$ cat src/rtl/axi_master_initiator.sv
// axi_master_initiator: single-outstanding AXI master that sequences
// AW/W/B or AR/R bursts from a command port and reports one status word.
module axi_master_initiator #(
  parameter int ID_W           = 4,
  parameter int ADDR_W         = 32,
  parameter int DATA_W         = 32,
  parameter int TIMEOUT_CYCLES = 256
) (
  input  logic                ACLK,
  input  logic                ARESET,
  input  logic                cmd_valid,
  output logic                cmd_ready,
  input  logic                cmd_write,
  input  logic [ID_W-1:0]     cmd_id,
  input  logic [ADDR_W-1:0]   cmd_addr,
  input  logic [3:0]          cmd_len,
  input  logic [2:0]          cmd_size,
  input  logic [1:0]          cmd_burst,
  input  logic [DATA_W-1:0]   wr_data,
  input  logic [DATA_W/8-1:0] wr_strb,
  input  logic                wr_valid,
  output logic                wr_ready,
  output logic [DATA_W-1:0]   rd_data,
  output logic                rd_last,
  output logic                rd_valid,
  input  logic                rd_ready,
  output logic                done_valid,
  output logic [1:0]          done_resp,
  output logic [2:0]          done_err,
  output logic [ID_W-1:0]     AWID,
  output logic [ADDR_W-1:0]   AWADDR,
  output logic [3:0]          AWLEN,
  output logic [2:0]          AWSIZE,
  output logic [1:0]          AWBURST,
  output logic                AWVALID,
  input  logic                AWREADY,
  output logic [DATA_W-1:0]   WDATA,
  output logic [DATA_W/8-1:0] WSTRB,
  output logic                WLAST,
  output logic                WVALID,
  input  logic                WREADY,
  input  logic [ID_W-1:0]     BID,
  input  logic [1:0]          BRESP,
  input  logic                BVALID,
  output logic                BREADY,
  output logic [ID_W-1:0]     ARID,
  output logic [ADDR_W-1:0]   ARADDR,
  output logic [3:0]          ARLEN,
  output logic [2:0]          ARSIZE,
  output logic [1:0]          ARBURST,
  output logic                ARVALID,
  input  logic                ARREADY,
  input  logic [ID_W-1:0]     RID,
  input  logic [DATA_W-1:0]   RDATA,
  input  logic [1:0]          RRESP,
  input  logic                RLAST,
  input  logic                RVALID,
  output logic                RREADY
);

  localparam int TW = (TIMEOUT_CYCLES > 1) ? $clog2(TIMEOUT_CYCLES) : 1;
  localparam int TL = (TIMEOUT_CYCLES > 0) ? TIMEOUT_CYCLES - 1 : 0;
  localparam logic [TW-1:0] TLIM = TW'(TL);
  localparam bit TEN = (TIMEOUT_CYCLES > 0);

  typedef enum logic [2:0] {
    IDLE, AW_ADDR, W_DATA, B_RESP, AR_ADDR, R_DATA, DONE
  } state_t;

  state_t              state_q, state_d;
  logic [ID_W-1:0]     id_q, id_d;
  logic [ADDR_W-1:0]   addr_q, addr_d;
  logic [3:0]          len_q, len_d;
  logic [2:0]          size_q, size_d;
  logic [1:0]          burst_q, burst_d;
  logic [3:0]          beat_q, beat_d;
  logic [TW-1:0]       tmo_q, tmo_d;
  logic [1:0]          resp_q, resp_d;
  logic [2:0]          err_q, err_d;

  logic last_beat;
  logic expire;

  assign last_beat = (beat_q == len_q);
  assign expire    = TEN && (tmo_q == TLIM);

  assign AWID    = id_q;
  assign AWADDR  = addr_q;
  assign AWLEN   = len_q;
  assign AWSIZE  = size_q;
  assign AWBURST = burst_q;
  assign ARID    = id_q;
  assign ARADDR  = addr_q;
  assign ARLEN   = len_q;
  assign ARSIZE  = size_q;
  assign ARBURST = burst_q;

  assign WDATA   = wr_data;
  assign WSTRB   = wr_strb;
  assign rd_data = RDATA;
  assign rd_last = RLAST;

  assign done_resp = resp_q;
  assign done_err  = err_q;

  // next-state, channel handshakes and status accumulation
  always_comb begin
    state_d    = state_q;
    id_d       = id_q;
    addr_d     = addr_q;
    len_d      = len_q;
    size_d     = size_q;
    burst_d    = burst_q;
    beat_d     = beat_q;
    tmo_d      = '0;
    resp_d     = resp_q;
    err_d      = err_q;
    cmd_ready  = 1'b0;
    AWVALID    = 1'b0;
    WVALID     = 1'b0;
    WLAST      = 1'b0;
    wr_ready   = 1'b0;
    BREADY     = 1'b0;
    ARVALID    = 1'b0;
    RREADY     = 1'b0;
    rd_valid   = 1'b0;
    done_valid = 1'b0;
    unique case (state_q)
      IDLE: begin
        cmd_ready = 1'b1;
        if (cmd_valid) begin
          id_d    = cmd_id;
          addr_d  = cmd_addr;
          len_d   = cmd_len;
          size_d  = cmd_size;
          burst_d = cmd_burst;
          beat_d  = '0;
          resp_d  = '0;
          err_d   = '0;
          state_d = cmd_write ? AW_ADDR : AR_ADDR;
        end
      end
      AW_ADDR: begin
        AWVALID = 1'b1;
        if (AWREADY) state_d = W_DATA;
      end
      W_DATA: begin
        WVALID   = wr_valid;
        wr_ready = WREADY;
        WLAST    = last_beat;
        if (wr_valid && WREADY) begin
          beat_d = beat_q + 4'd1;
          if (last_beat) state_d = B_RESP;
        end
      end
      B_RESP: begin
        BREADY = !expire;
        if (expire) begin
          err_d[2] = 1'b1;
          state_d  = DONE;
        end else if (BVALID) begin
          resp_d   = BRESP;
          err_d[0] = (BID != id_q);
          state_d  = DONE;
        end else begin
          tmo_d = tmo_q + TW'(1);
        end
      end
      AR_ADDR: begin
        ARVALID = 1'b1;
        if (ARREADY) state_d = R_DATA;
      end
      R_DATA: begin
        RREADY   = rd_ready && !expire;
        rd_valid = RVALID && !expire;
        if (expire) begin
          err_d[2] = 1'b1;
          state_d  = DONE;
        end else if (RVALID && rd_ready) begin
          beat_d   = beat_q + 4'd1;
          resp_d   = (RRESP > resp_q) ? RRESP : resp_q;
          err_d[0] = err_q[0] | (RID != id_q);
          if (RLAST || last_beat) begin
            err_d[1] = (RLAST != last_beat);
            state_d  = DONE;
          end
        end else if (!RVALID) begin
          tmo_d = tmo_q + TW'(1);
        end else begin
          tmo_d = tmo_q;
        end
      end
      DONE: begin
        done_valid = 1'b1;
        state_d    = IDLE;
      end
      default: state_d = IDLE;
    endcase
  end

  // state and payload registers, synchronous reset aborts any transfer
  always_ff @(posedge ACLK) begin
    if (ARESET) begin
      state_q <= IDLE;
      id_q    <= '0;
      addr_q  <= '0;
      len_q   <= '0;
      size_q  <= '0;
      burst_q <= '0;
      beat_q  <= '0;
      tmo_q   <= '0;
      resp_q  <= '0;
      err_q   <= '0;
    end else begin
      state_q <= state_d;
      id_q    <= id_d;
      addr_q  <= addr_d;
      len_q   <= len_d;
      size_q  <= size_d;
      burst_q <= burst_d;
      beat_q  <= beat_d;
      tmo_q   <= tmo_d;
      resp_q  <= resp_d;
      err_q   <= err_d;
    end
  end

endmodule

$ cat config.mk
export PLATFORM = sky130hd
export DESIGN_NAME = axi_master_initiator
export DESIGN_NICKNAME = d
export VERILOG_FILES = /design/src/rtl/axi_master_initiator.sv
export SDC_FILE = /design/constraint.sdc
export NUM_CORES = 1
export LEC_CHECK = 0
export CORE_AREA = 2 2 120 122
export CTS_BUF_LIST = sky130_fd_sc_hd__clkbuf_8
export CTS_CLUSTER_SIZE = 12
export DETAILED_ROUTE_END_ITERATION = 8
export DIE_AREA = 0 0 122 124
export PLACE_DENSITY = 0.82
export SLEW_MARGIN = 20
export SYNTH_ARGS = -nofsm -noshare
export SYNTH_HDL_FRONTEND = slang
export SYNTH_SLANG_ARGS = --single-unit
$ cat constraint.sdc
create_clock -name ACLK -period 3 [get_ports ACLK]
set_clock_uncertainty 0.05 [all_clocks]
set_input_delay 0.75 -clock ACLK [delete_from_list [all_inputs] [get_ports ACLK]]
set_output_delay 0.75 -clock ACLK [all_outputs]
set_load 0.02 [all_outputs]
==> results of run 1 <==
==> logic make-up (layout without fill, tap and decap cells) <==
group                    after synthesis  after routing  share of synthesized area, %
buffers and inverters                145            209                          25.8
XOR/XNOR                              18             18                          4.07
flip-flops                            65             65                          33.6
adder cells (fa/ha/maj)                5              5                          1.61
multiplexers                           2              2                         0.646
AND/OR/NAND/NOR                      170            170                          20.6
AO/OA/AOI/OAI                         86             86                          13.7
==> worst reg2reg max path, cell delays in order, from the launching register on <==
cell                       delay, ns
sky130_fd_sc_hd__dfxtp_1        0.44
sky130_fd_sc_hd__xnor2_1        0.15
sky130_fd_sc_hd__nand4_1        0.26
sky130_fd_sc_hd__ha_1           0.29
sky130_fd_sc_hd__nand3b_1       0.16
sky130_fd_sc_hd__a21o_1         0.18
sky130_fd_sc_hd__a311o_2        0.42
sky130_fd_sc_hd__a31oi_4        0.17
sky130_fd_sc_hd__mux2_4         0.31
==> state kept, by name, indices dropped and copies added (netlist names) <==
signal,cells
ARBURST,2
ARADDR,32
done_err,3
ARLEN,4
tmo_q,8
ARID,4
state_q,3
done_resp,2
ARSIZE,3
beat_q,4
==> per-stage QoR <==
step / total power [mW] / cell area, um^2 / hold slack (ns) / setup WS, ns / utilization (%)
floorplan: 2.56 / 3870 / 0.425 / 0.597 / -
global placement: 3.14 / 4970 / 0.405 / 0.133 / 36.3
detailed placement: 3.16 / 4970 / 0.412 / 0.105 / 36.3
CTS: 3.94 / 5170 / 0.423 / 0.0952 / 37.7
global route: 4.15 / 5170 / 0.438 / 0.0616 / 37.7
finish: 3.89 / 5170 / 0.420 / 0.153 / 37.7
==> Yosys cell counts (all sizes together), types with 3 or more instances <==
cell    number
dfxtp       65
nand3       13
buf        120
nor2        16
or3b         4
inv          9
or2          3
nor3b        4
xnor2       12
nor2b        4
or3          3
a311oi       3
ha           5
o21ai        6
xor2         6
nand2      100
a21oi       59
and2         3
nand2b       3
nand4        5
and3         5
clkbuf      16
==> cell type report <==
class                      count  area, um^2  share of cell area [%]
clock buffer                  10         138                    2.66
clock inverter                 6        58.8                    1.14
inverter                       9        33.8                   0.653
multi-input combinational    281        1580                    30.5
sequential                    65        1300                    25.2
tap                          180         225                    4.36
timing repair buffer         184        1830                    35.5
==> final timing paths <==
check / start / to / slack [ns] / depth (start not counted)
min: ARADDR[12] / ARADDR[12] / 0.42 / 2
max reg2reg: ARLEN[3] / state_q[0] / 0.46 / 8
max: state_q[0] / cmd_ready / 0.15 / 3
min reg2reg: ARADDR[12] / ARADDR[12] / 0.42 / 2
==> power by group through the flow <==
stage / combinational [mW] / sequential (mW) / clock (mW)
2_1_floorplan: 1.26 / 1.30 / 0
3_3_place_gp: 1.94 / 1.21 / 0
3_5_place_dp: 1.95 / 1.21 / 0
4_1_cts: 1.96 / 1.19 / 0.793
5_1_grt: 2.11 / 1.22 / 0.817
6_report: 1.94 / 1.19 / 0.755
==> layer usage <==
metal  vias to the layer above  global-route usage (%)  wire length [um]
met4                         0                    7.83               327
met3                        30                    4.58               998
met2                       159                    21.9              4910
met1                      1481                    16.5              4340
met5                         -                       0                 0
li1                       1623                       -                 -
==> impl_results.md, run 1 <==
- Status: complete, no violations
- Cell breakdown of the critical path: or2_2, nor2_2, clkdlybuf4s50_1
- Initial antenna violation count: 0
- Initial DRC count: 96
- Largest net degree at the start of global routing: 35
- Worst Tran Pin Value: ~0.43 ns
- Total Negative Setup Slacks: 0 ns
- Clock H-tree levels: 3
- Initial DRT Pass Iterations: 4
- Sequential group share of total power: 30.6%
- Category of cells accounting for the largest share of critical-path delay: buffers and inverters
- ANT nets after route: 0
- Routed wire length per instance: around 14 um
- Mean post-synth cell area: approximately 8 um^2
- Core ar.: around 0.014 mm^2
- Setup repair after global routing missed its margin: no
- Post-Synthesis Net Count: roughly 630
- Placed Cells incl. Taps: just over 700
- Floorplan die area: about 0.015 mm^2
- Via count: 3293
- Post-route insts no fill: 735
- Maximum operating frequency: 0.351 GHz
- Number of buffers inserted by port buffering: ~170
- Number of global-route vias before repair: a little over 3000
- Slowest CP cell: sky130_fd_sc_hd__clkdlybuf4s50_1
- Number of clock buffers inserted by TritonCTS: 9
- Vertical die dimension: approximately 120 um
- Period utilization: between 90% and 100%
- Number of setup violations in the final report: 0
- Total of hold buffers inserted after clock tree synthesis: 0
- GRT Overall Usage: around 14%
- Final-layout fill cell count: 1404
- Cells taking the most area after synthesis: sky130_fd_sc_hd__dfxtp_1 (34%), sky130_fd_sc_hd__buf_4 (23%), sky130_fd_sc_hd__nand2_1 (9.7%), sky130_fd_sc_hd__a21oi_1 (7.6%), sky130_fd_sc_hd__xnor2_1 (2.7%)
- Final antenna diode count: 0
- Synthesis-to-finish area growth: 33.5%
- Clk_lat worst skew: around 0.36 ns
- Worst-case headroom to the max-slew limit: a little under three quarters
- P per Cell Area: about 750 mW/mm^2
- Number of nets in the layout: ~690
- Required time of the worst setup path: 2.20 ns
- Post-synth EDFFs: 0
- Cell count after synthesis: between 400 and 500
- Fraction of synthesis flops using an asynchronous set or reset pin: 0%
- Commonest non-fill, non-tap cell in the layout: sky130_fd_sc_hd__clkdlybuf4s50_1
- CP endpoint kind: output port
- Switch Pwr: approximately 1.6 mW
- Clock-pin slew on the worst setup and hold paths: approximately 0.080 ns
- Sequential cell area fraction in the yosys report: between 30% and 40%
- Static leakage: about 1.9 nW
- Routability cong.: 0.793
- Routed WL: between 10000 and 15000 um
- Number of gates resized after CTS: 2
- Share of cells above drive strength 1: 8.83%
- Maximum capacitance violations: 0
- Synthesis Warnings: 0
- Internal power: 2.33 mW
- X dimension of the die: 122 um
- Gate power share: 50.0%
- Peak per-stage delay on the critical path: ~0.70 ns
- Final Slew Violations: 0
- Total standard cell area after synthesis: just under 0.004 mm^2
- FF+latch count, synth: 65
- Dominant register cell in the synthesized netlist: sky130_fd_sc_hd__dfxtp_1
- Clk pwr share: between 10% and 20%
- Via/cell ratio: about 4.5
- Placed wire-length estimate after detailed placement: roughly 8000 um
- Class of the tightest hold or removal check: reg2reg
- Maximum clock path buffer count: 2
- Post-CTS Setup Repair Bufs: 0
- Worst setup SP type: register
- Top Ports: between 300 and 400
- Critical path data arrival time: ~2.1 ns
- Site row count: between 40 and 50
- Path type of the worst setup path: reg2out
- Largest fanout on the critical path: 15
- Commonest cells after routing, fill and taps aside: sky130_fd_sc_hd__clkdlybuf4s50_1 (171), sky130_fd_sc_hd__nand2_1 (99), sky130_fd_sc_hd__dfxtp_1 (64)
- Cell variety after synth: 51
- Final-report hold violation count: 0
- Clock tree from TritonCTS: built
- Wire length of the first global-routing pass: 15900 um
- Final worst path period need: between 2 and 3 ns
- Congestion Overflow GR: 0
- Area share of the largest cell type after synthesis: 33.6%
- Number of buffer and inverter instances along the worst setup path: 1
- Clock net sink count: 65
- Peak supply drop: between 0.2 and 0.3 mV
- Most area-hungry cell type in the Yosys netlist: sky130_fd_sc_hd__dfxtp_1
- Clk root buf: sky130_fd_sc_hd__clkbuf_8
- Starting density of the core: between 20% and 30%
- Sw Ratio: about two fifths
- Number of design rule violations left after detail routing: 0
Power figures use the tool's default switching activity.
==> inputs of run 2 (changes only) <==
--- a/config.mk
+++ b/config.mk
@@ -5,12 +5,13 @@
 export SDC_FILE = /design/constraint.sdc
 export NUM_CORES = 1
 export LEC_CHECK = 0
-export CORE_AREA = 2 2 120 122
+export CORE_AREA = 2 2 121 123
 export CTS_BUF_LIST = sky130_fd_sc_hd__clkbuf_8
 export CTS_CLUSTER_SIZE = 12
 export DETAILED_ROUTE_END_ITERATION = 8
-export DIE_AREA = 0 0 122 124
-export PLACE_DENSITY = 0.82
+export DIE_AREA = 0 0 123 125
+export DONT_BUFFER_PORTS = 1
+export PLACE_DENSITY = 0.53
 export SLEW_MARGIN = 20
 export SYNTH_ARGS = -nofsm -noshare
 export SYNTH_HDL_FRONTEND = slang
==> impl_results.md, run 2 (synthesis gave the netlist of run 1 again) <==
- Largest net degree at the start of global routing: slightly below 60
- Total Negative Setup Slacks: 0 ns
- Initial DRT Pass Iterations: 4
- Worst setup slack after layout: approximately 0.42 ns
- Wire length of the first global-routing pass: between 10000 and 15000 um
- Start point of the critical path: state_q[0]
- R2r startpoint: beat_q[0]
- P per Cell Area: 959 mW/mm^2
- Final worst path period need: 2.58 ns
- Clk_lat worst skew: around 0.36 ns
- FF-to-FF path depth: 8
- Setup repair after global routing missed its margin: no
- Maximum capacitance violations: 0
- Critical hold path startpoint: ARESET
- Number of buffers inserted by port buffering: 0
- Class of the tightest hold or removal check: in2reg
- Number of gates resized after CTS: 0
- CP endpoint kind: output port
- Number of flip-flops in the largest register: 32
- Number of global-route vias before repair: between 2000 and 3000
- Required time of the worst setup path: about 2.2 ns
- Slowest CP cell: sky130_fd_sc_hd__dfxtp_1
- Sequential group share of total power: ~44%
- Final-report hold violation count: 0
- ANT nets after route: 0
- Clk root buf: sky130_fd_sc_hd__clkbuf_8
- Switch Pwr: around 1.5 mW
- Critical register-to-register path endpoint: state_q[0]
- Clk pwr share: 23.3%
- Peak per-stage delay on the critical path: about 0.65 ns
- Routed wire length per instance: roughly 18 um
- Period utilization: 86.0%
- Worst hold slack: 0.400 ns
- Top Ports: 311
- Commonest cells after routing, fill and taps aside: sky130_fd_sc_hd__nand2_1 (99), sky130_fd_sc_hd__dfxtp_1 (65), sky130_fd_sc_hd__a21oi_1 (59)
- Reg-to-reg setup timing slack: 0.55 ns
- Floorplan die area: roughly 0.015 mm^2
- Clock-pin slew on the worst setup and hold paths: 0.08 ns
- Cell breakdown of the critical path: buf_4, nand2_1, nor2_1
- Final Slew Violations: 0
- Via count: 2760
- Synthesis-to-finish area growth: -11.1%
- Maximum operating frequency: 0.388 GHz
- Via/cell ratio: about 4.9
- Routed WL: around 10000 um
- Initial antenna violation count: 1
- Worst setup SP type: register
- Internal power: about 1.8 mW
- Core ar.: between 0.01 and 0.015 mm^2
- GRT Overall Usage: 12.7%
- Routability cong.: approximately 0.76
- Total of hold buffers inserted after clock tree synthesis: 0
- Hold-critical path depth: 1
- Worst Tran Pin Value: roughly 0.66 ns
- Share of cells above drive strength 1: between 10% and 20%
- Static leakage: 1.23 nW
- Worst-case headroom to the max-slew limit: 55.8%
- Vertical die dimension: roughly 130 um
- Clock tree from TritonCTS: built
- Peak supply drop: 0.260 mV
- Site row count: 44
- Status: complete, no violations
- Path type of the worst setup path: reg2out
- Sw Ratio: between 40% and 50%
- Congestion Overflow GR: 0
- Clock net sink count: 65
- Number of design rule violations left after detail routing: 0
- X dimension of the die: approximately 120 um
- Number of clock buffers inserted by TritonCTS: 9
- Starting density of the core: 27.3%
- Number of nets in the layout: 520
- Hold path endpoint: ARLEN[2]
- Pre-CTS setup slack: between 0.5 and 0.6 ns
- Clock H-tree levels: 3
- Maximum clock path buffer count: 2
- Critical path data arrival time: between 1.5 and 2 ns
- Post-CTS Setup Repair Bufs: 0
- Gate power share: about 32%
- Number of setup violations in the final report: 0
- Initial DRC count: between 90 and 100
- Commonest non-fill, non-tap cell in the layout: sky130_fd_sc_hd__nand2_1
- Largest fanout on the critical path: 16
- Placed wire-length estimate after detailed placement: about 7200 um
## run 2: cell types whose count changed in the layout (fill, tap and decap cells not counted), sizes merged
cell / previous run / this run
dlygate4sd2: 2 / 0
buf: 11 / 12
clkdlybuf4s50: 171 / 0
diode: 0 / 1
## run 2: worst max path at each step
stage / end
floorplan: state_q[0]
global placement: state_q[0]
CTS: BREADY
detailed placement: state_q[0]
global route: WLAST
finish: BREADY
## run 2: final cells by class
class / count / area, um^2
multi-input cells: 281 / 1580
repair buffers: 12 / 103
clock buffers: 10 / 138
flip-flops and latches: 65 / 1300
diodes: 1 / 2.50
fillers: 1561 / 10800
well taps: 184 / 230
clock inverters: 6 / 58.8
inverters: 9 / 33.8
## run 2: critical path, delay by kind of cell, from the launching register on
kind                   cells  cell delay, ns
AND/OR/NAND/NOR            2            0.53
flip-flops                 1            0.65
buffers and inverters      1            0.24
## run 2: metal layers
metal	part of all wire, %	routed length [um]	vias up	global-route usage, %
li1	-	-	1280	-
met1	36	3610	1271	12.3
met2	47	4740	150	20.7
met3	12	1170	59	6.02
met4	4.8	478	0	9.56
met5	0	0	-	0
## run 2: per-stage QoR
| stage | instance area (um^2) | utilization, % | std cells | total power, mW |
|---|---|---|---|---|
| global route | 3440 | 24.2 | 567 | 3.54 |
| global placement | 3240 | 22.8 | 551 | 2.54 |
| CTS | 3440 | 24.2 | 567 | 3.37 |
| finish | 3440 | 24.2 | 568 | 3.30 |
| detailed placement | 3240 | 22.8 | 551 | 2.57 |
| floorplan | 3870 | - | 491 | 2.56 |
## run 2: power by group through the flow
stage / clock, mW / sequential, mW / combinational, mW
6_report: 0.769 / 1.47 / 1.07
5_1_grt: 0.839 / 1.50 / 1.20
4_1_cts: 0.811 / 1.47 / 1.09
3_5_place_dp: 0 / 1.49 / 1.08
3_3_place_gp: 0 / 1.49 / 1.05
2_1_floorplan: 0 / 1.30 / 1.26
==> inputs of run 3 (changes only) <==
==> constraint.sdc (replaced) <==
create_clock -name ACLK -period 3 [get_ports ACLK]
set_clock_uncertainty 0.05 [all_clocks]
set_input_delay 0.3 -clock ACLK [delete_from_list [all_inputs] [get_ports ACLK]]
set_output_delay 0.3 -clock ACLK [all_outputs]
set_load 0.02 [all_outputs]
==> impl_results.md, run 3 (synthesis gave the netlist of run 1 again) <==
- Number of global-route vias before repair: 2812
- Clock-pin slew on the worst setup and hold paths: 0.08 ns
- Critical path data arrival time: between 2 and 3 ns
- Initial DRC count: 100
- Status: complete, no violations
- Critical register-to-register path endpoint: ARLEN[1]
- Number of gates resized after CTS: 0
- Via/cell ratio: around 4.8
- X dimension of the die: around 120 um
- Routed WL: between 10000 and 15000 um
- Routed wire length per instance: 17.1 um
- Clk_lat worst skew: between 0.3 and 0.4 ns
- Class of the tightest hold or removal check: in2reg
- Congestion Overflow GR: 0
- Core ar.: ~0.014 mm^2
- Number of clock buffers inserted by TritonCTS: 9
- Starting density of the core: approximately 27%
- Maximum operating frequency: 0.391 GHz
- Number of buffers inserted by port buffering: 0
- Worst setup SP type: register
- Clk root buf: sky130_fd_sc_hd__clkbuf_8
- Final-report hold violation count: 0
- Number of setup violations in the final report: 0
- Share of cells above drive strength 1: around an eighth
- Setup repair after global routing missed its margin: no
- Initial antenna violation count: 1
- Site row count: between 40 and 50
- Initial DRT Pass Iterations: 4
- R2r startpoint: state_q[2]
- Placed wire-length estimate after detailed placement: 7230 um
- Commonest non-fill, non-tap cell in the layout: sky130_fd_sc_hd__nand2_1
- Hold-critical path depth: 2
- Total Negative Setup Slacks: 0 ns
- Final Slew Violations: 0
- Static leakage: 1.35 nW
- Maximum clock path buffer count: 2
- Synthesis-to-finish area growth: -3.59%
- ANT nets after route: 0
- Floorplan die area: ~0.015 mm^2
- Period utilization: between 80% and 90%
- P per Cell Area: 898 mW/mm^2
- Commonest cells after routing, fill and taps aside: sky130_fd_sc_hd__nand2_1 (99), sky130_fd_sc_hd__dfxtp_1 (65), sky130_fd_sc_hd__a21oi_1 (59)
- Wire length of the first global-routing pass: 14700 um
- Final worst path period need: ~2.6 ns
- Final core utilization: around a quarter
- Worst Tran Pin Value: slightly below 0.9 ns
- Clock tree from TritonCTS: built
- CP endpoint kind: register
- Path type of the worst setup path: reg2reg
- Routability cong.: 0.817
- Peak supply drop: around 0.26 mV
- Vertical die dimension: about 130 um
- Number of nets in the layout: roughly 550
- Clock H-tree levels: 3
- Critical hold path startpoint: cmd_addr[0]
- Top Ports: around 310
- GRT Overall Usage: between 10% and 20%
- Hold path endpoint: ARADDR[0]
- Maximum capacitance violations: 0
- FF-to-FF path depth: 6
- Number of flip-flops in the largest register: 32
- Via count: about 2800
- Worst-case headroom to the max-slew limit: 40.4%
- Clock net sink count: 65
- Largest net degree at the start of global routing: 54
- Reg-to-reg setup timing slack: 0.44 ns
- Post-CTS Setup Repair Bufs: 0
- Required time of the worst setup path: 3.21 ns
- Total of hold buffers inserted after clock tree synthesis: 28
- Final-layout fill cell count: between 1500 and 2000
- Largest fanout on the critical path: 30
- Number of design rule violations left after detail routing: 0
[run 3: changes by cell type in the layout (fill, tap and decap cells not counted)]
cell,change
sky130_fd_sc_hd__buf_16,+1
sky130_fd_sc_hd__buf_4,-2
sky130_fd_sc_hd__clkinv_2,-1
sky130_fd_sc_hd__clkinv_4,+2
sky130_fd_sc_hd__dlygate4sd3_1,+27
sky130_fd_sc_hd__inv_1,-1
[run 3: worst max path at each step]
stage	from	end	slack, ns	cells after the start
final	state_q[2]	ARLEN[1]	0.44	6
after global routing	state_q[2]	ARLEN[1]	0.30	6
after CTS	state_q[2]	ARLEN[1]	0.41	6
after detailed placement	beat_q[0]	state_q[0]	0.54	8
after global placement	beat_q[0]	state_q[0]	0.61	8
after floorplan	ARLEN[3]	state_q[0]	0.60	8
[run 3: stage by stage]
| step | total power, mW | cell area (um^2) | hold slack, ns | worst slack (ns) | instances |
|---|---|---|---|---|---|
| floorplan | 2.56 | 3870 | 0.386 | 0.597 | 491 |
| global placement | 2.53 | 3230 | 0.329 | 0.607 | 549 |
| detailed placement | 2.57 | 3230 | 0.328 | 0.540 | 549 |
| CTS | 3.42 | 3730 | 0.000525 | 0.410 | 593 |
| global route | 3.59 | 3730 | 0.00971 | 0.296 | 593 |
| finish | 3.35 | 3730 | 0.0249 | 0.441 | 594 |
[run 3: final cells by class]
class                           count  area [um^2]  share of cell area (%)
Antenna cell                        1         2.50                  0.0670
Clock buffer                       10          138                    3.69
Clock inverter                      6         67.6                    1.81
Inverter                            9         33.8                   0.905
Multi-Input combinational cell    281         1580                    42.2
Sequential cell                    65         1300                    34.8
Tap cell                          184          230                    6.16
Timing Repair Buffer               38          385                    10.3
[run 3: critical path: stages (launching register included)]
cell,delay [ns]
sky130_fd_sc_hd__dfxtp_1,0.40
sky130_fd_sc_hd__or2_2,0.38
sky130_fd_sc_hd__nor2_2,0.32
sky130_fd_sc_hd__nand2_2,0.48
sky130_fd_sc_hd__nand2_1,0.20
sky130_fd_sc_hd__a21oi_1,0.07
sky130_fd_sc_hd__dlygate4sd3_1,0.55
[run 3: metal layers]
layer	vias to the layer above	global-route usage, %	part of all wire (%)
met5	-	0	0
met3	60	6.07	11
li1	1331	-	-
met2	137	21.7	47
met1	1308	12.2	38
met4	0	8.82	4.6
[run 3: power breakdown]
part / leakage, nW / switching (mW) / total (mW) / internal, mW
clock: 0.0985 / 0.378 / 0.785 / 0.407
sequential: 0.531 / 0.447 / 1.46 / 1.01
combinational: 0.716 / 0.684 / 1.11 / 0.424
total: 1.35 / 1.51 / 3.35 / 1.84
